==> config.mk <==
export PLATFORM = sky130hd
export DESIGN_NAME = voice_allocator
export DESIGN_NICKNAME = d
export VERILOG_FILES = /design/src/rtl/voice_allocator.sv
export SDC_FILE = /design/constraint.sdc
export NUM_CORES = 1
export LEC_CHECK = 0
export BUFFER_PORTS_ARGS = -buffer_cell sky130_fd_sc_hd__clkbuf_2
export CORE_ASPECT_RATIO = 2
export CORE_MARGIN = 2
export CORE_UTILIZATION = 40
export DETAILED_ROUTE_END_ITERATION = 8
export GPL_TIMING_DRIVEN = 1
export PLACE_DENSITY = 0.7
export SETUP_SLACK_MARGIN = 0.1
export SLEW_MARGIN = 20
export SYNTH_ARGS = -nofsm -noshare
export SYNTH_HDL_FRONTEND = slang
export SYNTH_SLANG_ARGS = --single-unit
==> constraint.sdc <==
create_clock -name clk_in -period 6.85 [get_ports clk_in]
set_clock_uncertainty 0.15 [all_clocks]
set_input_delay 0.3425 -clock clk_in [delete_from_list [all_inputs] [get_ports clk_in]]
set_output_delay 0.3425 -clock clk_in [all_outputs]
set_load 0.02 [all_outputs]
==> src/rtl/voice_allocator.sv <==
// Polyphonic key-to-voice scheduler: a key edge reaches gate/phase_inc two edges later, one event per cycle, no backpressure.
// Build option VOICE_STEAL_EN: steal the oldest ACTIVE voice instead of pulsing drop_out when all voices play.
module voice_allocator #(
  parameter int NUM_KEYS             = 7,
  parameter int NUM_VOICES           = 4,
  parameter int RELEASE_CYCLES       = 4800,
  parameter int AGE_BITS             = 16,
  parameter int SYNTH_PHASE_ACC_BITS = 24
) (
  input  logic                                       clk_in,
  input  logic                                       rst_n_in,
  input  logic [NUM_KEYS-1:0]                        key_in,
  output logic [NUM_VOICES*SYNTH_PHASE_ACC_BITS-1:0] voice_phase_inc_out,
  output logic [NUM_VOICES-1:0]                      voice_gate_out,
  output logic [NUM_VOICES-1:0]                      voice_trig_out,
  output logic [NUM_VOICES-1:0]                      voice_busy_out,
  output logic                                       drop_out
);
  localparam int W  = SYNTH_PHASE_ACC_BITS;
  localparam int KW = (NUM_KEYS > 1) ? $clog2(NUM_KEYS) : 1;
  localparam int VW = (NUM_VOICES > 1) ? $clog2(NUM_VOICES) : 1;
  localparam int RW = $clog2(RELEASE_CYCLES + 1);
  localparam logic [RW-1:0]       REL_LOAD = RW'(RELEASE_CYCLES - 1);
  localparam logic [AGE_BITS-1:0] AGE_MAX  = '1;

  typedef enum logic [1:0] {IDLE, ACTIVE, RELEASE} vstate_t;

  function automatic logic [W-1:0] key_inc(input logic [KW-1:0] k);
    case (int'(k))
      0:       key_inc = W'(24'h0D465);
      1:       key_inc = W'(24'h0C87A);
      2:       key_inc = W'(24'h0BD3A);
      3:       key_inc = W'(24'h0B29A);
      4:       key_inc = W'(24'h0A894);
      5:       key_inc = W'(24'h09F1E);
      6:       key_inc = W'(24'h09630);
      default: key_inc = '0;
    endcase
  endfunction

  vstate_t             state_q [NUM_VOICES];
  vstate_t             state_d [NUM_VOICES];
  logic [KW-1:0]       vkey_q  [NUM_VOICES];
  logic [KW-1:0]       vkey_d  [NUM_VOICES];
  logic [W-1:0]        inc_q   [NUM_VOICES];
  logic [W-1:0]        inc_d   [NUM_VOICES];
  logic [AGE_BITS-1:0] age_q   [NUM_VOICES];
  logic [AGE_BITS-1:0] age_d   [NUM_VOICES];
  logic [RW-1:0]       rel_q   [NUM_VOICES];
  logic [RW-1:0]       rel_d   [NUM_VOICES];

  logic [NUM_KEYS-1:0]   key_q, pend_on_q, pend_off_q, pend_on_d, pend_off_d;
  logic [NUM_KEYS-1:0]   rise, fall, svc_mask, svc_on, svc_off, cancel;
  logic [KW-1:0]         skey;
  logic                  do_on, do_off;
  logic [NUM_VOICES-1:0] off_hit, alloc, trig_q;
  logic [VW-1:0]         retrig_idx, idle_idx, rel_idx;
  logic                  have_retrig, have_idle, have_rel;
  logic                  drop_d, drop_q;
`ifdef VOICE_STEAL_EN
  logic [VW-1:0]         steal_idx;
  logic [AGE_BITS-1:0]   steal_age;
`endif

  always_comb begin
    rise     = key_in & ~key_q;
    fall     = ~key_in & key_q;
    do_off   = |pend_off_q;
    do_on    = ~do_off & (|pend_on_q);
    skey     = '0;
    svc_mask = '0;
    // Descending scan so the lowest pending index is the last one written.
    for (int k = NUM_KEYS - 1; k >= 0; k--) begin
      if (do_off ? pend_off_q[k] : pend_on_q[k]) skey = KW'(k);
    end
    if (do_off || do_on) svc_mask[skey] = 1'b1;
    svc_on  = do_on  ? svc_mask : '0;
    svc_off = do_off ? svc_mask : '0;
    // A press that releases before being serviced never sounds.
    cancel     = fall & pend_on_q & ~svc_on;
    pend_on_d  = ((pend_on_q & ~svc_on) | rise) & ~cancel;
    pend_off_d = ((pend_off_q & ~svc_off) | fall) & ~cancel;

    off_hit     = '0;
    have_retrig = 1'b0;
    have_idle   = 1'b0;
    have_rel    = 1'b0;
    retrig_idx  = '0;
    idle_idx    = '0;
    rel_idx     = '0;
    for (int v = 0; v < NUM_VOICES; v++) begin
      if (do_off && state_q[v] == ACTIVE && vkey_q[v] == skey && off_hit == '0)
        off_hit[v] = 1'b1;
      if (!have_retrig && state_q[v] == RELEASE && vkey_q[v] == skey) begin
        have_retrig = 1'b1;
        retrig_idx  = VW'(v);
      end
      if (!have_idle && state_q[v] == IDLE) begin
        have_idle = 1'b1;
        idle_idx  = VW'(v);
      end
      if (!have_rel && state_q[v] == RELEASE) begin
        have_rel = 1'b1;
        rel_idx  = VW'(v);
      end
    end
`ifdef VOICE_STEAL_EN
    steal_idx = '0;
    steal_age = age_q[0];
    for (int v = 1; v < NUM_VOICES; v++) begin
      if (age_q[v] > steal_age) begin
        steal_age = age_q[v];
        steal_idx = VW'(v);
      end
    end
`endif

    alloc  = '0;
    drop_d = 1'b0;
    if (do_on) begin
      if (have_retrig)    alloc[retrig_idx] = 1'b1;
      else if (have_idle) alloc[idle_idx]   = 1'b1;
      else if (have_rel)  alloc[rel_idx]    = 1'b1;
      else begin
`ifdef VOICE_STEAL_EN
        alloc[steal_idx] = 1'b1;
`else
        drop_d = 1'b1;
`endif
      end
    end

    for (int v = 0; v < NUM_VOICES; v++) begin
      state_d[v] = state_q[v];
      vkey_d[v]  = vkey_q[v];
      inc_d[v]   = inc_q[v];
      rel_d[v]   = rel_q[v];
      age_d[v]   = (state_q[v] != IDLE && age_q[v] != AGE_MAX) ? age_q[v] + 1'b1 : age_q[v];
      if (alloc[v]) begin
        state_d[v] = ACTIVE;
        vkey_d[v]  = skey;
        inc_d[v]   = key_inc(skey);
        age_d[v]   = '0;
      end else if (off_hit[v]) begin
        state_d[v] = RELEASE;
        rel_d[v]   = REL_LOAD;
      end else if (state_q[v] == RELEASE) begin
        if (rel_q[v] == '0) begin
          state_d[v] = IDLE;
          inc_d[v]   = '0;
        end else begin
          rel_d[v] = rel_q[v] - 1'b1;
        end
      end
    end
  end

  always_ff @(posedge clk_in or negedge rst_n_in) begin
    if (!rst_n_in) begin
      key_q      <= '0;
      pend_on_q  <= '0;
      pend_off_q <= '0;
      trig_q     <= '0;
      drop_q     <= 1'b0;
      for (int v = 0; v < NUM_VOICES; v++) begin
        state_q[v] <= IDLE;
        vkey_q[v]  <= '0;
        inc_q[v]   <= '0;
        age_q[v]   <= '0;
        rel_q[v]   <= '0;
      end
    end else begin
      key_q      <= key_in;
      pend_on_q  <= pend_on_d;
      pend_off_q <= pend_off_d;
      trig_q     <= alloc;
      drop_q     <= drop_d;
      for (int v = 0; v < NUM_VOICES; v++) begin
        state_q[v] <= state_d[v];
        vkey_q[v]  <= vkey_d[v];
        inc_q[v]   <= inc_d[v];
        age_q[v]   <= age_d[v];
        rel_q[v]   <= rel_d[v];
      end
    end
  end

  for (genvar v = 0; v < NUM_VOICES; v++) begin : g_out
    assign voice_phase_inc_out[v*W +: W] = inc_q[v];
    assign voice_gate_out[v]             = (state_q[v] == ACTIVE);
    assign voice_busy_out[v]             = (state_q[v] != IDLE);
  end
  assign voice_trig_out = trig_q;
  assign drop_out       = drop_q;

endmodule

==> run metrics <==
outcome=finished, final reports clean; relative slew slack=18.83%; fraction of layout cells with a size suffix above 1=16.54%; Area growth syn-to-layout=14.38%; Core Area=19190 µm²; initial drt markers=341; global-route usage over all layers=21.43%; vias in the first global route=6332; worst r2r src=pend_on_q[0]; part of the cycle the worst path needs=64.69%; Post-route DRC=0; WP buf/inv=1; slowest stage delay, CP=0.82 ns; Clock Power Share=21.7%; clk slew on worst S/H paths=0.07 ns; post-CTS setup buffers=0; Initial Utilization=40.53%; P_int=2.446 mW; maxcap violations=0; total power=4.510 mW; sequential power share=35.0%; Nets=895; hold path startpoint=key_q[0]; worst-path maximum fanout=31; ant diodes=0; most common cell in the synthesized netlist=dfrtp_1; I/O Pins=118; critical path launch point type=flip-flop; Yosys top cell area share=49.56%; Fmax=0.2257 GHz; total wire length=21.07 mm; Synth Instances=810; worst vdd ir=0.1717 mV; root buffer cell=clkbuf_16; data required time of the critical path=7.08 ns; global routing's busiest layer=met2; post-DP HPWL=15.49 mm; # setup viols final=0; full die area=20640 µm²; max-slew violations=0; TritonCTS clock tree=done; largest cells by area after synthesis=dfrtp_1 50%, o21ai_0 5.3%, buf_4 4.0%; RSZ-0062 raised after global routing=no; Worst-Skew Late Latency=0.45 ns; post-layout util=46.36%; Vias=6530; worst-margin pin slew=1.205 ns; Async SR Flop Fraction=100.0%; met1 Usage GRT=23.02%; Post-synth top flop=dfrtp_1; clock buffer depth=2; number of buffers created by CTS=17; Routed WL per cell=18.26 µm; total global routing overflow=0; Crit. End Element=flip-flop; H-tree depth=4; Worst Path Arrival=4.66 ns; # clock sinks=154; cell area after synthesis=7776 µm²; logic gate share of total power=43.3%; Tmin final=4.432 ns; synth cell count leaders=154 x dfrtp_1, 83 x o21ai_0, 66 x nand2_1; Crit path max-delay family=simple AND/OR/NAND/NOR gates; Switching Fraction=45.76%; Routed Antenna Nets=0; gpl congestion=0.9343; cell taking the most area after synthesis=dfrtp_1; post-synthesis cell type count=74; setup tns final=0 ns; worst-path cell chain=or4_1 > a2111o_1 > nor2_4 > a211oi_1 > nor4b_2 > nand2_1 > nand4b_2 > inv_2 > nor2_1 > a2bb2o_1; Pleak=3.990 nW; 1st-pass router iterations=5; GR Util met3=4.307%; number of synthesized flops with an enable pin=0; worst setup margin=2.418 ns; Port Buf Inserts=85; largest net degree at the start of global routing=96; Die Span Y=201.2 µm; antenna violations before repair=0; Hold Path Class=flip-flop to flip-flop; Seq/Total Area, Yosys=49.56%; Critical Path Slowest Stage Cell=nor2_1; Avg Cell Area, Syn=9.600 µm²; via density per instance=5.659; Final Hold Fails=0; YS warnings=0; row cnt=72; post-synthesis register bit count=154; Crit. Startpoint=pend_on_q[0]; CTS resizes=0; critical path type=flip-flop to flip-flop; hold_buf cts=8; met2 Usage GRT=37.58%; Die W=102.6 µm; PD cells=507.1 nW/µm²; first-pass GRT wire length=33.69 mm; DP Worst Slack=2.488 ns; NetSw=2.064 mW
[cell families (layout without fill, tap and decap cells)]
logic type,count (synthesis),after routing,share of synthesized area (%)
compound gates,237,237,20.32
simple gates,299,299,20.56
fa+ha+maj,8,8,1.159
other cells,1,32,0.04822
mux,6,6,0.8045
flops,154,154,49.56
xor+xnor,1,1,0.1127
buf+inv,104,158,7.434
[placed cells by master (no fill, tap or decap), drive strengths merged, types with 5 or more instances in the layout]
master,count
nand3,46
o21a,8
inv,39
or4,19
nand4,6
a31oi,17
conb,32
and2,8
o21ai,85
or2,9
a21o,5
dlygate4sd3,8
nor4,12
nand2,67
a2bb2o,7
clkbuf,102
a211oi,7
o2bb2ai,15
nor2b,10
nor3,21
o211ai,6
dfrtp,154
o31ai,14
a22o,10
nand2b,10
or3,24
nor2,52
a21oi,30
[sequential cells by signal (all words and copies together), names as in the netlist]
| signal | cells |
|---|---|
| voice_trig_out | 4 |
| key_q | 7 |
| pend_on_q | 7 |
| rel_q | 52 |
| pend_off_q | 7 |
| vkey_q | 12 |
| state_q | 8 |
| voice_phase_inc_out | 56 |
| drop_out | 1 |
[stage by stage]
stage	instance area, µm²	cells	hold slack (ns)
finish	8895	1154	0.3136
global route	8895	1154	0.3454
CTS	8895	1154	0.3256
detailed placement	8212	1114	0.3097
global placement	8205	1114	0.3085
floorplan	7893	841	-0.1031
[power groups by stage]
stage	logic, mW	clock network, mW	registers (mW)
5_1_grt	2.13	1.03	1.63
3_3_place_gp	1.92	0	1.58
4_1_cts	1.96	0.992	1.57
3_5_place_dp	1.95	0	1.59
2_1_floorplan	1.21	0	1.67
6_report	1.95	0.977	1.58
[worst paths after layout]
| kind | to | slack (ns) | cells after the start |
|---|---|---|---|
| worst min-delay path | pend_on_q[0] | 0.31 | 1 |
| min in group asynchronous | key_q[0] | 0.42 | 2 |
| max in group asynchronous | voice_phase_inc_out[48] | 4.81 | 3 |
| worst max register to register | voice_phase_inc_out[75] | 2.42 | 10 |
| worst max-delay path | voice_phase_inc_out[75] | 2.42 | 10 |
| worst min register to register | pend_on_q[0] | 0.31 | 1 |
[cell type report]
class	count	area (µm²)
clock buffer	18	429.2
clock inverter	14	173.9
multi-input combinational	583	3467
sequential	154	3854
fill	1857	10290
tap	259	324.1
timing repair buffer	96	534.3
inverter	30	112.6
[routing by layer]
| metal | wire, µm | part of all wire [%] |
|---|---|---|
| met1 | 7619 | 36 |
| met2 | 11400 | 54 |
| met3 | 862 | 4.1 |
| met4 | 1184 | 5.6 |
| met5 | 0 | 0 |
Note: power is estimated with default switching activity, not from simulation.
